`config.mk`:
```
export PLATFORM = sky130hd
export DESIGN_NAME = blink_sequencer
export DESIGN_NICKNAME = d
export VERILOG_FILES = /design/src/rtl/blink_sequencer.sv
export SDC_FILE = /design/constraint.sdc
export NUM_CORES = 1
export LEC_CHECK = 0
export BUFFER_PORTS_ARGS = -buffer_cell sky130_fd_sc_hd__buf_2
export CORE_MARGIN = 3
export CORE_UTILIZATION = 40
export DETAILED_ROUTE_END_ITERATION = 10
export PLACE_DENSITY_LB_ADDON = 0.3
export SLEW_MARGIN = 20
export SYNTH_ARGS = -nofsm -noshare
export SYNTH_HDL_FRONTEND = slang
export SYNTH_SLANG_ARGS = --single-unit
```
`constraint.sdc`:
```
create_clock -name CLK -period 2.6 [get_ports CLK]
set_input_delay 0.13 -clock CLK [delete_from_list [all_inputs] [get_ports CLK]]
set_output_delay 0.13 -clock CLK [all_outputs]
set_load 0.05 [all_outputs]
```
`src/rtl/blink_sequencer.sv`:
```
// blink_sequencer: prescaled LED pattern rotator with a valid/ready config port
module blink_sequencer #(
  parameter int WIDTH = 22,
  parameter int NLED = 4,
  parameter logic [WIDTH-1:0] DEFAULT_PERIOD = 22'h3FFFFF
) (
  input  logic             CLK,
  input  logic             RESET,
  input  logic             RUN,
  input  logic             CFG_VALID,
  output logic             CFG_READY,
  input  logic [WIDTH-1:0] CFG_PERIOD,
  input  logic [NLED-1:0]  CFG_PATTERN,
  output logic [NLED-1:0]  LED,
  output logic             TICK,
  output logic             BUSY
);
  localparam logic [1:0] S_IDLE = 2'd0, S_RUN = 2'd1, S_LOAD = 2'd2;
  logic [1:0] r_state;
  logic [WIDTH-1:0] r_count, r_period;
  logic [NLED-1:0] r_pattern, r_led;
  logic r_tick, r_ready;
  logic w_hs, w_wrap;
  logic [NLED-1:0] w_rot;
  assign w_hs = CFG_VALID & r_ready;
  assign w_wrap = r_count == r_period;
  assign w_rot = (r_pattern << 1) | (r_pattern >> (NLED - 1));
  assign LED = r_led;
  assign TICK = r_tick;
  assign CFG_READY = r_ready;
  assign BUSY = r_state == S_RUN;
  always_ff @(posedge CLK) begin
    if (RESET) begin
      r_state <= S_IDLE;
      r_count <= '0;
      r_period <= DEFAULT_PERIOD;
      r_pattern <= NLED'(1);
      r_led <= '0;
      r_tick <= 1'b0;
      r_ready <= 1'b1;
    end else if (w_hs) begin
      // config wins over a coincident wrap or RUN change
      r_state <= S_LOAD;
      r_period <= CFG_PERIOD;
      r_pattern <= CFG_PATTERN;
      r_count <= '0;
      r_tick <= 1'b0;
      r_ready <= 1'b0;
    end else begin
      r_ready <= 1'b1;
      case (r_state)
        S_RUN: begin
          r_state <= RUN ? S_RUN : S_IDLE;
          r_led <= RUN ? r_pattern : '0;
          r_tick <= RUN & w_wrap;
          r_count <= (!RUN || w_wrap) ? '0 : r_count + 1'b1;
          if (RUN && w_wrap) r_pattern <= w_rot;
        end
        S_LOAD: begin
          r_state <= RUN ? S_RUN : S_IDLE;
          r_led <= RUN ? r_led : '0;
          r_tick <= 1'b0;
          r_count <= '0;
        end
        default: begin
          r_state <= RUN ? S_RUN : S_IDLE;
          r_led <= '0;
          r_tick <= 1'b0;
          r_count <= '0;
        end
      endcase
    end
  end
endmodule

```
## Word level (Yosys, flattened, before mapping)

Cells that the tools add are included.

- Add/sub/neg operators: 1
- Eq/ne operators: 4
- Multiplexer cells: 9
- Bitwise gates (word level): 5
- Reduce and logical (&&, ||, !) cells: 10

Operators by type and width:

| operator | number |
|---|---|
| adder 22 x 1 -> 22 bit (second input constant) | 1 |
| equality test 22 bit | 1 |
| 2-to-1 mux 4 bit | 5 |
| case mux 4 bit (2 select lines) | 1 |
| OR 4 x 1 -> 4 bit | 1 |
| AND reduction 2 bit | 2 |
| nonzero test 2 bit | 2 |
| OR reduction 4 bit | 1 |
| OR reduction 3 bit | 1 |
| AND 1 bit | 2 |
| equality test 2 x 1 -> 1 bit (second input constant) | 1 |
| equality test 2 bit (second input constant) | 1 |
| 2-to-1 mux 1 bit | 2 |
| 2-to-1 mux 2 bit | 1 |
| inequality test 2 bit (second input constant) | 1 |
| inverter 1 bit | 2 |
| OR reduction 2 bit | 1 |
| logical AND 1 bit | 1 |
| zero test 1 bit | 1 |
| logical OR 1 bit | 1 |

- Register bits after elaboration: 56
- Input bits: 30
- Word-level logic and storage cells: 37

## Longest topological paths before layout

- Depth in word-level cells: 5
- Gate-level depth with buffers: 6
- Depth with buffers taken out: 5

## Worst setup path after synthesis

OpenSTA, ideal clock, no wires.

- Path kind: reg-to-reg
- From: reg r_state[0]
- To: reg r_count[21]
- Setup time: 0.064 ns
- Arrival time: 1.891 ns
- Slack: 0.645 ns
- Stages on the path, launching flop included: 7
- Clock period less this slack: 1.955 ns
- Cell sequence: dfxtp_1 -> nor2b_1 -> nand2_1 -> nor3_1 -> o21ai_2 -> buf_6 -> nor2_1

- Word-level cells in the longest chain between the ends: 3

Ends and longest elaborated chain:

| what | RTL line | source |
|---|---|---|
| start, declared | 19 | `logic [1:0] r_state;` |
| start signal, assigned | 53 | `r_state <= RUN ? S_RUN : S_IDLE;` |
| start signal, assigned | 60 | `r_state <= RUN ? S_RUN : S_IDLE;` |
| start signal, assigned | 66 | `r_state <= RUN ? S_RUN : S_IDLE;` |
| equality test 2 x 1 -> 1 bit | -- |  |
| net BUSY | 16 | `output logic BUSY` |
| inverter 1 bit (no source line) | -- |  |
| OR reduction 4 bit (no source line) | -- |  |
| end signal, assigned | 56 | `r_count <= (!RUN \|\| w_wrap) ? '0 : r_count + 1'b1;` |
| end, declared | 20 | `logic [WIDTH-1:0] r_count, r_period;` |

The timed path passes the listed nets, and every way through them passes these cells.
A chain may end at the register's enable or synchronous reset.

## Final worst setup path

- From: reg r_count[9]
- To: reg r_count[20]

- Word-level cells in the longest chain between the ends: 3
- Elaborated cells on any way between the ends: 4
- Classes of those cells: add/sub (1); eq/ne (1); reduce/logical (2)

Ends and longest elaborated chain:

| what |
|---|
| parallel branches: the longest is 3 deep, another holds adder 22 x 1 -> 22 bit |

Several ways; the timed one is not identified.

==> impl_metrics.ini <==
[pwr]
p_sw_frac = 0.2523
intPower_uw = 1150
total_power_uw = 1538
power_switching_uw = 387.9
p_comb_frac = 0.093
powerDensity_nw_per_um2 = 549.4
ir_drop_uv = 281.8
power_leakage_uw = 0.001031
p_seq_frac = 0.597
p_clk_frac = 0.309

[clocking]
root_buffer = clkbuf_8
htreeDepth = 2
worstSkewPairLatency_ns = 0.32
clkSlewWorstSetupHoldPaths_ns = 0.10
cts_buffers = 5
cts_resized = 0
clockBufferDepth = 2
cts_tree = yes
cts.sinks = 56
post-cts-setup-buffers = 0
hold_buffers = 0

[drt]
viasPerCell = 5.020
post_drt_wl_per_cell_um = 13.65
firstDrtPassIters = 4
drt-initial-drc-count = 163
drc_errors = 0
ant_nets = 0
routed_wl_um = 5445
dr_total_vias = 2003

[die]
row_count = 28
io_pins = 37
start_util = 0.4168
die_height_um = 84.78
die_area_um2 = 7187
die_w_um = 84.78
coreArea_um2 = 5956

[grt]
grt_pass1_wl_um = 9480
grt.total_usage = 0.1641
grt-ovfl-total = 0
grt_pass1_vias = 2002
antenna_found_initial = 0
grt_max_degree = 37

[sta]
worst_slack_ns = 0.5788
clock_skew_ns = 0.008308
clock.fmax_ghz = 0.4947
relSlewSlack = 0.5742
fin_tns_setup_ns = 0
grt_setup_unrepaired = false
hold_viol_final = 0
worstMarginPinSlew_ns = 0.6387
slew_viol_final = 0
setup_viol = 0
min_period_ns = 2.021
fin_crit_sh = 0.7774

[critical_path]
critical_path_arrival_ns = 2.23
cpPeakStageDelay_ns = 0.61
r2r-start = r_count[9]
reg2regPathDepth = 6
worst_setup_path_start_kind = flop
r2r_slack_ns = 0.58
timing.rr.end = r_count[20]
crit_type = flop to flop
critPathSlowestCell = or4_4
crit_chain = xnor2_1, nand4_1, or4_4, o21ai_2, buf_4, nor2_1
crit_fanout = 22
cp.required_ns = 2.81
cp-end-kind = flop

[layout]
layout_common_cells = dfxtp_1, nand2_1, buf_2
antenna_cells = 0
n_fill_cell = 631
multi_input_area_um2 = 1270
area_delta_synth_final_pct = 12.75
regArea_um2 = 1121
final_nets = 354
drive_above_1_share = 0.1481
final_common_cell = dfxtp_1

[logic_synthesis]
syn_inst = 291
synth.avg_cell_area_um2 = 8.531
synth_top_area_frac = 0.4516
syn_nets = 322
async_reset_ff_frac = 0
ys_types = 30
synth_top_flop_cell = dfxtp_1
synth_seq_cells = 56
synth.area.top_cells = dfxtp_1, xnor2_1, nand2_1, nand3b_1, nor2_1
synth_warnings = 0
syn_area_um2 = 2482
yosys.area.top_type = dfxtp_1
synth_edf_count = 0
synth_seq_area_share = 0.4516

[place]
dp_hpwl_um = 4030
port_buffers = 36
post-place-ws_ns = 0.6078
place.gp.congestion = 0.7540

[min_path]
hold_depth = 3
hp-class = input port to flop
holdPathEnd = r_period[14]
hp-start = CFG_PERIOD[14]

[status]
outcome = finished clean

[flow_run]
drv_cap = 0
kinds of logic (layout without fill, tap and decap cells):
| group | count (synthesis) | in the layout | synth area share |
|---|---|---|---|
| buffers and inverters | 20 | 53 | 0.03679 |
| flip-flops | 56 | 56 | 0.4516 |
| AND/OR/NAND/NOR | 160 | 160 | 0.3216 |
| XOR/XNOR | 42 | 42 | 0.1482 |
| AO/OA/AOI/OAI | 12 | 12 | 0.03680 |
| adder cells (fa/ha/maj) | 1 | 1 | 0.005040 |
critical path: cells and delay by family (launching register included):
kind,cells,cell delay [ns]
xor gates and xnor gates,1,0.18
DFF,1,0.42
buffers and inverters,1,0.26
AOI/OAI and AO/OA,1,0.14
and+or+nand+nor,3,0.91
synth_stat cells, types with 2 or more instances:
cell,number
and3_1,5
o31ai_1,3
nand4_1,12
buf_1,2
buf_6,2
a22oi_1,3
and2_1,2
nor2_1,35
nor4_1,4
nand3b_1,23
dfxtp_1,56
xor2_1,9
nand2_1,52
nand3_1,9
inv_1,6
xnor2_1,33
a311oi_1,3
and4_1,2
clkbuf_1,9
nor3_1,11
per-layer routing:
metal / wire [µm] / track usage / vias up / part of all wire
li1: - / - / 1036 / -
met1: 2668 / 0.2246 / 918 / 0.49
met4: 86 / 0.05612 / 0 / 0.016
met3: 226 / 0.03337 / 7 / 0.042
met2: 2463 / 0.2577 / 42 / 0.45
met5: 0 / 0 / - / 0
layout make-up:
class	instances	area share
flip-flops and latches	56	0.4005
well taps	75	0.03353
inverters	6	0.008047
clock inverters	2	0.005811
repair buffers	39	0.07242
multi-input cells	215	0.4537
clock buffers	6	0.02593
how the worst max path moves through the flow:
stage,cells past startpoint,from,slack (ns),endpoint
final,6,r_count[9],0.58,r_count[20]
after global routing,5,r_count[7],0.44,r_pattern[2]
after CTS,6,r_count[9],0.57,r_count[5]
after detailed placement,6,r_count[3],0.61,r_count[20]
after global placement,6,r_count[3],0.64,r_count[13]
after floorplan,6,r_state[0],0.65,r_count[21]
through the flow:
| stage | util | std cells | hold slack (ns) | area, µm² |
|---|---|---|---|---|
| after floorplan | - | 291 | 0.2539 | 2482 |
| after global placement | 0.4550 | 391 | 0.3390 | 2710 |
| after detailed placement | 0.4550 | 391 | 0.3458 | 2710 |
| after CTS | 0.4700 | 399 | 0.01059 | 2799 |
| after global routing | 0.4700 | 399 | 0.01132 | 2799 |
| final | 0.4700 | 399 | 0.01522 | 2799 |
power groups by stage:
stage | combinational (µW) | sequential [µW] | clock, µW
final | 143 | 919 | 476
after detailed placement | 145 | 938 | 0
after global routing | 164 | 923 | 523
after CTS | 146 | 919 | 492
after global placement | 144 | 938 | 0
after floorplan | 96.2 | 935 | 0
state kept, by name (all words and copies together) (netlist names):
name and count:
TICK 1, CFG_READY 1, r_state 2, r_pattern 4
r_count 22, r_period 22, LED 4
No activity file was read; power rests on OpenSTA's default activity.
